[src/rtl/div_req_sequencer.sv]
// div_req_sequencer
// Request sequencer in front of the iterative divider div_int. Requests are
// buffered in a small FIFO and issued one at a time with a one-cycle start
// pulse. The tagged result is held on a valid/ready port until it is consumed.
// Optional build macro: DIV_SEQ_TIMEOUT_EN adds a WAIT-state watchdog that
// forces a timeout result after TMO_CYCLES cycles without completion.
module div_req_sequencer #(
    parameter int WIDTH      = 4,
    parameter int DEPTH      = 4,
    parameter int TAG_W      = 2,
    parameter int TMO_CYCLES = 16
) (
    input  logic                       clk,
    input  logic                       rst,
    input  logic                       in_valid,
    output logic                       in_ready,
    input  logic [WIDTH-1:0]           in_x,
    input  logic [WIDTH-1:0]           in_y,
    input  logic [TAG_W-1:0]           in_tag,
    output logic                       div_start,
    output logic [WIDTH-1:0]           div_x,
    output logic [WIDTH-1:0]           div_y,
    input  logic                       div_busy,
    input  logic                       div_valid,
    input  logic                       div_dbz,
    input  logic [WIDTH-1:0]           div_q,
    input  logic [WIDTH-1:0]           div_r,
    output logic                       out_valid,
    input  logic                       out_ready,
    output logic [WIDTH-1:0]           out_q,
    output logic [WIDTH-1:0]           out_r,
    output logic                       out_dbz,
    output logic                       out_timeout,
    output logic [TAG_W-1:0]           out_tag,
    output logic [$clog2(DEPTH+1)-1:0] fifo_count
);

    localparam int PTR_W = $clog2(DEPTH);
    localparam int CNT_W = $clog2(DEPTH + 1);

    localparam logic [1:0] S_IDLE  = 2'd0;
    localparam logic [1:0] S_ISSUE = 2'd1;
    localparam logic [1:0] S_WAIT  = 2'd2;
    localparam logic [1:0] S_HOLD  = 2'd3;

    // FIFO storage and bookkeeping
    logic [WIDTH-1:0] mem_x_q   [DEPTH];
    logic [WIDTH-1:0] mem_y_q   [DEPTH];
    logic [TAG_W-1:0] mem_tag_q [DEPTH];
    logic [PTR_W-1:0] wr_ptr_q;
    logic [PTR_W-1:0] rd_ptr_q;
    logic [CNT_W-1:0] count_q;
    logic [CNT_W-1:0] count_d;

    // Control
    logic [1:0] state_q;
    logic [1:0] state_d;
    logic       push_s;
    logic       pop_s;
    logic       capture_s;
    logic       in_ready_s;
    logic       fifo_nonempty_s;
    logic       tmo_hit_s;

    // Operands of the request in flight
    logic [WIDTH-1:0] div_x_q;
    logic [WIDTH-1:0] div_y_q;
    logic [TAG_W-1:0] tag_q;

    // Result registers
    logic [WIDTH-1:0] res_quo_q;
    logic [WIDTH-1:0] res_quo_d;
    logic [WIDTH-1:0] res_rem_q;
    logic [WIDTH-1:0] res_rem_d;
    logic             res_dbz_q;
    logic             res_dbz_d;
    logic [TAG_W-1:0] res_tag_q;
    logic [TAG_W-1:0] res_tag_d;

    // The divider's busy flag is informational; completion uses valid/dbz only.
    logic unused_busy_s;
    assign unused_busy_s = div_busy;

    assign in_ready_s      = (count_q < CNT_W'(DEPTH));
    assign fifo_nonempty_s = (count_q != {CNT_W{1'b0}});
    assign push_s          = in_valid & in_ready_s;

    // Next-state logic; pops happen only on entry to ISSUE.
    always_comb begin
        state_d   = state_q;
        pop_s     = 1'b0;
        capture_s = 1'b0;
        case (state_q)
            S_IDLE: begin
                if (fifo_nonempty_s) begin
                    pop_s   = 1'b1;
                    state_d = S_ISSUE;
                end else begin
                    state_d = S_IDLE;
                end
            end
            S_ISSUE: begin
                state_d = S_WAIT;
            end
            S_WAIT: begin
                if (div_valid | div_dbz | tmo_hit_s) begin
                    capture_s = 1'b1;
                    state_d   = S_HOLD;
                end else begin
                    state_d = S_WAIT;
                end
            end
            S_HOLD: begin
                if (out_ready) begin
                    if (fifo_nonempty_s) begin
                        pop_s   = 1'b1;
                        state_d = S_ISSUE;
                    end else begin
                        state_d = S_IDLE;
                    end
                end else begin
                    state_d = S_HOLD;
                end
            end
            default: begin
                state_d = S_IDLE;
            end
        endcase
    end

    // Occupancy update; a simultaneous push and pop leaves it unchanged.
    always_comb begin
        count_d = count_q;
        case ({push_s, pop_s})
            2'b10:   count_d = count_q + CNT_W'(1);
            2'b01:   count_d = count_q - CNT_W'(1);
            default: count_d = count_q;
        endcase
    end

    // Result selection; divide-by-zero outranks valid, which outranks timeout.
    always_comb begin
        res_quo_d = res_quo_q;
        res_rem_d = res_rem_q;
        res_dbz_d = res_dbz_q;
        res_tag_d = res_tag_q;
        if (capture_s) begin
            res_tag_d = tag_q;
            if (div_dbz) begin
                res_quo_d = {WIDTH{1'b1}};
                res_rem_d = div_x_q;
                res_dbz_d = 1'b1;
            end else if (div_valid) begin
                res_quo_d = div_q;
                res_rem_d = div_r;
                res_dbz_d = 1'b0;
            end else begin
                res_quo_d = {WIDTH{1'b0}};
                res_rem_d = {WIDTH{1'b0}};
                res_dbz_d = 1'b0;
            end
        end else begin
            res_tag_d = res_tag_q;
        end
    end

    // FSM state and FIFO pointers/occupancy.
    always_ff @(posedge clk or posedge rst) begin
        if (rst) begin
            state_q  <= S_IDLE;
            wr_ptr_q <= {PTR_W{1'b0}};
            rd_ptr_q <= {PTR_W{1'b0}};
            count_q  <= {CNT_W{1'b0}};
        end else begin
            state_q <= state_d;
            count_q <= count_d;
            if (push_s) begin
                wr_ptr_q <= wr_ptr_q + PTR_W'(1);
            end
            if (pop_s) begin
                rd_ptr_q <= rd_ptr_q + PTR_W'(1);
            end
        end
    end

    // FIFO storage writes.
    always_ff @(posedge clk or posedge rst) begin
        if (rst) begin
            for (int i = 0; i < DEPTH; i++) begin
                mem_x_q[i]   <= {WIDTH{1'b0}};
                mem_y_q[i]   <= {WIDTH{1'b0}};
                mem_tag_q[i] <= {TAG_W{1'b0}};
            end
        end else if (push_s) begin
            mem_x_q[wr_ptr_q]   <= in_x;
            mem_y_q[wr_ptr_q]   <= in_y;
            mem_tag_q[wr_ptr_q] <= in_tag;
        end
    end

    // Operand registers loaded by the pop; held stable through ISSUE and WAIT.
    always_ff @(posedge clk or posedge rst) begin
        if (rst) begin
            div_x_q <= {WIDTH{1'b0}};
            div_y_q <= {WIDTH{1'b0}};
            tag_q   <= {TAG_W{1'b0}};
        end else if (pop_s) begin
            div_x_q <= mem_x_q[rd_ptr_q];
            div_y_q <= mem_y_q[rd_ptr_q];
            tag_q   <= mem_tag_q[rd_ptr_q];
        end
    end

    // Result registers; only a capture in WAIT changes them.
    always_ff @(posedge clk or posedge rst) begin
        if (rst) begin
            res_quo_q <= {WIDTH{1'b0}};
            res_rem_q <= {WIDTH{1'b0}};
            res_dbz_q <= 1'b0;
            res_tag_q <= {TAG_W{1'b0}};
        end else begin
            res_quo_q <= res_quo_d;
            res_rem_q <= res_rem_d;
            res_dbz_q <= res_dbz_d;
            res_tag_q <= res_tag_d;
        end
    end

`ifdef DIV_SEQ_TIMEOUT_EN
    localparam int TMO_W = $clog2(TMO_CYCLES + 1);

    logic [TMO_W-1:0] wait_cnt_q;
    logic [TMO_W-1:0] wait_cnt_d;
    logic             res_tmo_q;
    logic             res_tmo_d;

    // The limit is reached on the TMO_CYCLES-th WAIT cycle (count so far is TMO_CYCLES-1).
    assign tmo_hit_s = (state_q == S_WAIT) && (wait_cnt_q == TMO_W'(TMO_CYCLES - 1));

    // WAIT cycle counter, cleared in ISSUE so it starts at zero on WAIT entry.
    always_comb begin
        wait_cnt_d = wait_cnt_q;
        if (state_q == S_ISSUE) begin
            wait_cnt_d = {TMO_W{1'b0}};
        end else if (state_q == S_WAIT) begin
            wait_cnt_d = wait_cnt_q + TMO_W'(1);
        end else begin
            wait_cnt_d = wait_cnt_q;
        end
    end

    // Timeout flag is set only when the watchdog, not the divider, ends WAIT.
    always_comb begin
        res_tmo_d = res_tmo_q;
        if (capture_s) begin
            res_tmo_d = ~(div_valid | div_dbz);
        end else begin
            res_tmo_d = res_tmo_q;
        end
    end

    // Watchdog counter and timeout result flag.
    always_ff @(posedge clk or posedge rst) begin
        if (rst) begin
            wait_cnt_q <= {TMO_W{1'b0}};
            res_tmo_q  <= 1'b0;
        end else begin
            wait_cnt_q <= wait_cnt_d;
            res_tmo_q  <= res_tmo_d;
        end
    end

    assign out_timeout = res_tmo_q;
`else
    assign tmo_hit_s   = 1'b0;
    assign out_timeout = 1'b0;
`endif

    assign in_ready   = in_ready_s;
    assign fifo_count = count_q;
    assign div_start  = (state_q == S_ISSUE);
    assign div_x      = div_x_q;
    assign div_y      = div_y_q;
    assign out_valid  = (state_q == S_HOLD);
    assign out_q      = res_quo_q;
    assign out_r      = res_rem_q;
    assign out_dbz    = res_dbz_q;
    assign out_tag    = res_tag_q;

endmodule

[config.mk]
export PLATFORM = sky130hd
export DESIGN_NAME = div_req_sequencer
export DESIGN_NICKNAME = d
export VERILOG_FILES = /design/src/rtl/div_req_sequencer.sv
export SDC_FILE = /design/constraint.sdc
export NUM_CORES = 1
export LEC_CHECK = 0
export CORE_ASPECT_RATIO = 1.75
export CORE_MARGIN = 5
export CORE_UTILIZATION = 44
export CTS_BUF_LIST = sky130_fd_sc_hd__clkbuf_4
export DETAILED_ROUTE_END_ITERATION = 8
export HOLD_SLACK_MARGIN = 0.03
export PLACE_DENSITY = 0.68
export SETUP_SLACK_MARGIN = 0.02
export SLEW_MARGIN = 10
export SYNTH_ARGS = -nofsm -noshare
export SYNTH_HDL_FRONTEND = slang
export SYNTH_SLANG_ARGS = --single-unit
export TNS_END_PERCENT = 100
[constraint.sdc]
create_clock -name clk -period 4.8 [get_ports clk]
set_input_delay 0.96 -clock clk [delete_from_list [all_inputs] [get_ports clk]]
set_output_delay 0.96 -clock clk [all_outputs]
set_load 0.01 [all_outputs]
# Yosys cells after proc, flatten, opt, wreduce, memory -nomap -nowiden
# Index checks and enable logic that the tools add are counted.
[word_totals]
ff_bits = 70
in_bits = 25
wordCells = 75
[op_classes]
addsub = 4
order_cmp = 4
n_eq_ne = 5
mux = 31
bitwise_logic = 4
n_reduce_logical = 4
[op_table]
columns = ["op", "count"]
rows = [
  ["two-way mux 4 bit", 9],
  ["bitwise mux 16 bit", 2],
  ["binary-select mux 4 bit (select 2 bit)", 2],
  ["bitwise mux 8 bit", 1],
  ["demux 4 bit (select 2 bit)", 1],
  ["two-way mux 2 bit", 4],
  ["case mux 2 bit (4 select lines)", 1],
  ["two-way mux 1 bit", 7],
  ["equality test 2 bit (second input constant)", 3],
  [">= comparator 3 bit (second input constant)", 2],
  ["NOT 2 -> 3 bit", 2],
  ["case mux 3 bit (2 select lines)", 1],
  ["adder 2 x 1 -> 2 bit (second input constant)", 2],
  ["binary-select mux 2 bit (select 2 bit)", 1],
  ["demux 2 bit (select 2 bit)", 1],
  ["equality test 2 x 1 -> 1 bit (second input constant)", 2],
  ["adder 3 x 1 -> 3 bit (second input constant)", 1],
  ["less-than comparator 3 x 1 -> 1 bit (second input constant)", 1],
  ["less-than comparator 3 bit (second input constant)", 1],
  ["nonzero test 3 bit", 1],
  ["subtractor 3 x 1 -> 3 bit (second input constant)", 1],
  ["logical NOT 2 bit", 1],
  ["case mux 1 bit (2 select lines)", 1],
  ["nonzero test 2 bit", 1],
  ["other kinds (3)", 3],
]

# Longest topological paths before layout
[logic_depth]
depth_word = 6
ltp_mapped = 11
ltp_nobuf = 10

# Worst setup path after synthesis
# OpenSTA, ideal clock, no wires.
[synth_timing]
kind = "input -> register"
from = "input port out_ready"
to = "register count_q[2], in the netlist fifo_count[2]"
setup_time_ns = 0.080
arrival_ns = 2.408
slack_ns = 2.312
cell_stages = 9
path_buffers = 1
path_cell_list = "a21oi_1 nor3_2 buf_4 ha_1 inv_1 fa_1 xor2_1 nor2_1 xnor2_1"
[synth_via]
elab_chain_cells = 4
word_cells_on_any_way = 6
cone_classes = "eq/ne (2); mux (3); reduce/logical (1)"
[synth_rtl]
columns = ["element", "line_no", "rtl"]
rows = [
  ["start: declaration", "29", "input logic out_ready,"],
  ["two-way mux 1 bit (*)", "114", "if (out_ready) begin"],
  ["case mux 1 bit (2 select lines) (*)", "93", "case (state_q)"],
  ["named net pop_s", "59", "logic pop_s;"],
  ["equality test 2 x 1 -> 1 bit or equality test 2 bit (tied branches)", "134", "case ({push_s, pop_s})"],
  ["case mux 3 bit (2 select lines) or nonzero test 2 bit (tied branches)", "n/a", ""],
  ["end signal: assignment", "173", "count_q <= {CNT_W{1'b0}};"],
  ["end signal: assignment", "176", "count_q <= count_d;"],
  ["end: declaration", "52", "logic [CNT_W-1:0] count_q;"],
]
# The timed path passes the listed nets; every way through them passes the cells marked *.
# A chain may end at the register's enable or synchronous reset.

# Worst setup path in the final report
[layout_timing]
from = "input port out_ready"
to = "register count_q[2], in the netlist fifo_count[2]"
[layout_via]
elab_chain_cells = 4
word_cells_on_any_way = 6
cone_classes = "eq/ne (2); mux (3); reduce/logical (1)"
[layout_rtl]
columns = ["element", "line_no"]
rows = [
  ["two-way mux 1 bit (*)", "114"],
  ["case mux 1 bit (2 select lines) (*)", "93"],
  ["equality test 2 x 1 -> 1 bit or equality test 2 bit (tied branches)", "134"],
  ["case mux 3 bit (2 select lines) or nonzero test 2 bit (tied branches)", "n/a"],
]
# Every way passes the cells marked *; elsewhere a longest branch is shown, timed or not.

==> results_dict.tcl <==
set metrics [dict create \
    status "finished, final reports clean" \
    nFillCells 615 \
    syn_inst 221 \
    cts_resized 0 \
    clkLatencyLatePin_ns 0.42 \
    hold_viol 0 \
    grt_pass1_wl_um 9980 \
    holdCritPathClass "register to register" \
    crit_buf_inv 3 \
    synth_top_family_by_area "multiplexers" \
    relSlewSlack 0.364 \
    seq_area_frac_synth 0.550 \
    place_area_mm2 0.00374 \
    synthXorXnorAreaFrac 0.0165 \
    routed_wl_um 5990 \
    io_pins 51 \
    cts_hold_buf 0 \
    ant_nets 0 \
    avgSynthCellArea_um2 14.4 \
    finalPower_w 0.00268 \
    worstSetupPathType "input port to register" \
    grt_antenna_before_repair 0 \
    power_density_mw_per_mm2 688 \
    synth_cell_types 27 \
    setup_viol 0 \
    cp_top_family "buffers and inverters" \
    clock-sinks 70 \
    die_x_um 74.3 \
    overflow 0 \
    routedWlPerCell_um 16.4 \
    hpwl_um 4180 \
    slowest_delay_ns 0.51 \
    worstPathRequired_ns 5.13 \
    finalCriticalPeriod_ns 2.67 \
    worst_path_max_delay_cell "clkdlybuf4s50_1" \
    path_cells "clkdlybuf4s50_1, a21oi_1, nor3_2, buf_4, ha_1, inv_1, fa_1, xor2_1, nor2_1, xnor2_1" \
    grt_pass1_vias 2034 \
    cts_setup_buffers 0 \
    clock_skew_ns 0.0143 \
    diodes 0 \
    ys_warn_count 0 \
    setup_slack_ns 2.13 \
    ir_drop_v 0.000328 \
    cap_violations 0 \
    htreeDepth 3 \
    ys_ff_latch 70 \
    port_buffers 48 \
    fin_crit_sh 0.557 \
    yosys.area.top_type "dfrtp_1" \
    grt_max_degree 47 \
    fmax_mhz 374 \
    whs_ns 0.494 \
    finalSetupTns_ns 0 \
    startpoint "out_ready" \
    syn_to_final_growth_pct 22.3 \
    via_per_inst 5.19 \
    rr_startpoint "state_q[1]" \
    synthesis.nets 257 \
    worst_pin_slew_ns 0.952 \
    drtPass1Iterations 4 \
    layout_common_cells "dfrtp_1, clkdlybuf4s50_1, mux2_2" \
    final_layout_size_suffix_gt1_frac 0.293 \
    rsz0062_at_grt "false" \
    cts.clk_slew.worst_paths_ns 0.10 \
    core_area_mm2 0.00713 \
    die_area_mm2 0.00910 \
    start_util 0.446 \
    startpoint_type "input port" \
    synth_top_cell_area_share 0.550 \
    place_ws_ns 1.68 \
    root_buffer "clkbuf_4" \
    first_iter_violations 69 \
    synth_fa_ha_area_frac 0.0456 \
    num_vias 1900 \
    final_max_slew_viol_count 0 \
    numCtsBuffers 9 \
    worstPathMaxFanout 12 \
    cts_tree "done" \
    end_kind "register" \
    final_common_cell "dfrtp_1" \
    hp-start "out_dbz" \
    synth_compound_area_frac 0.0487 \
    rows 41 \
    synth-simple-area-share 0.0444 \
    synth.area.mux_share 0.267 \
    arrival_ns 3.01 \
    synthTopCellsByArea "dfrtp_1, mux2_2, mux4_2" \
    clock_path_buffers 2 \
    syn_area_mm2 0.00318 \
    p_leak_nw 1.69 \
    final_cell_area_mm2 0.00389 \
    fin_nets 311 \
    grt_usage 0.149 \
    dieHeight_um 123 \
    route.detailed.drc 0 \
    routabilityCongestion 0.729 \
]
## cells in the mapped netlist, drive strengths merged
master / instances
nor2b: 2
xnor2: 3
mux2: 52
conb: 1
buf: 5
a22oi: 1
a21o: 1
xor2: 3
nor3: 2
mux4: 10
nand3b: 4
nand2: 10
ha: 10
nor4b: 1
o22ai: 8
dfrtp: 70
a21oi: 9
o21ai: 9
nor2: 6
fa: 1
inv: 11
clkbuf: 2
## metrics by stage
| step | utilization | std cells |
|---|---|---|
| floorplan | - | 221 |
| global placement | 0.525 | 350 |
| detailed placement | 0.525 | 350 |
| CTS | 0.546 | 366 |
| global route | 0.546 | 366 |
| finish | 0.546 | 366 |
## path summary, 6_finish.rpt
check | to | slack [ns] | cells after the start
worst min-delay path | out_dbz | 0.49 | 2
min in group asynchronous | out_dbz | 1.07 | 2
worst max register to register | fifo_count[2] | 2.39 | 10
max in group asynchronous | rd_ptr_q[1] | 2.83 | 3
worst max-delay path | fifo_count[2] | 2.13 | 10
worst min register to register | out_dbz | 0.49 | 2
## metal layers
metal	part of all wire	global-route usage
met5	0	0
met4	0.022	0.0668
met3	0.055	0.0418
met2	0.52	0.238
met1	0.41	0.187
## layout make-up
type / count / area [um2] / share of cell area
Clock inverter: 6 / 76.3 / 0.0196
Sequential cell: 70 / 1750 / 0.450
Timing Repair Buffer: 50 / 495 / 0.127
Inverter: 11 / 41.3 / 0.0106
Multi-Input combinational cell: 133 / 1350 / 0.346
Tap cell: 86 / 108 / 0.0276
Clock buffer: 10 / 75.1 / 0.0193
## cell families after synthesis
logic type      Yosys count
flops                    70
simple gates             25
buf+inv                  18
fa+ha+maj                11
compound gates           28
other cells               1
mux                      62
xor+xnor                  6
## worst reg2reg max path, stage by stage, from the launching register on
cell and delay [ns]:
dfrtp_1 0.42, inv_1 0.11, ha_1 0.31, nor3_2 0.18
buf_4 0.28, ha_1 0.23, inv_1 0.06, fa_1 0.37
xor2_1 0.15, nor2_1 0.11, xnor2_1 0.13
## sequential cells by signal (all words and copies together) (netlist names)
signal and flops:
out_dbz 1, out_q 4, out_r 4, div_y 4
fifo_count 3, out_tag 2, state_q 2, mem_y_q 16
rd_ptr_q 2, mem_x_q 16, mem_tag_q 8, tag_q 2
wr_ptr_q 2, div_x 4
## report_power, final
group | switching (W) | total, W | leakage (nW) | internal [W]
Clock | 0.000197 | 0.000409 | 0.0829 | 0.000211
Sequential | 0.000217 | 0.00111 | 0.840 | 0.000892
Combinational | 0.000433 | 0.00116 | 0.772 | 0.000726
Total | 0.000848 | 0.00268 | 1.69 | 0.00183
(Power assumes the default switching activity.)
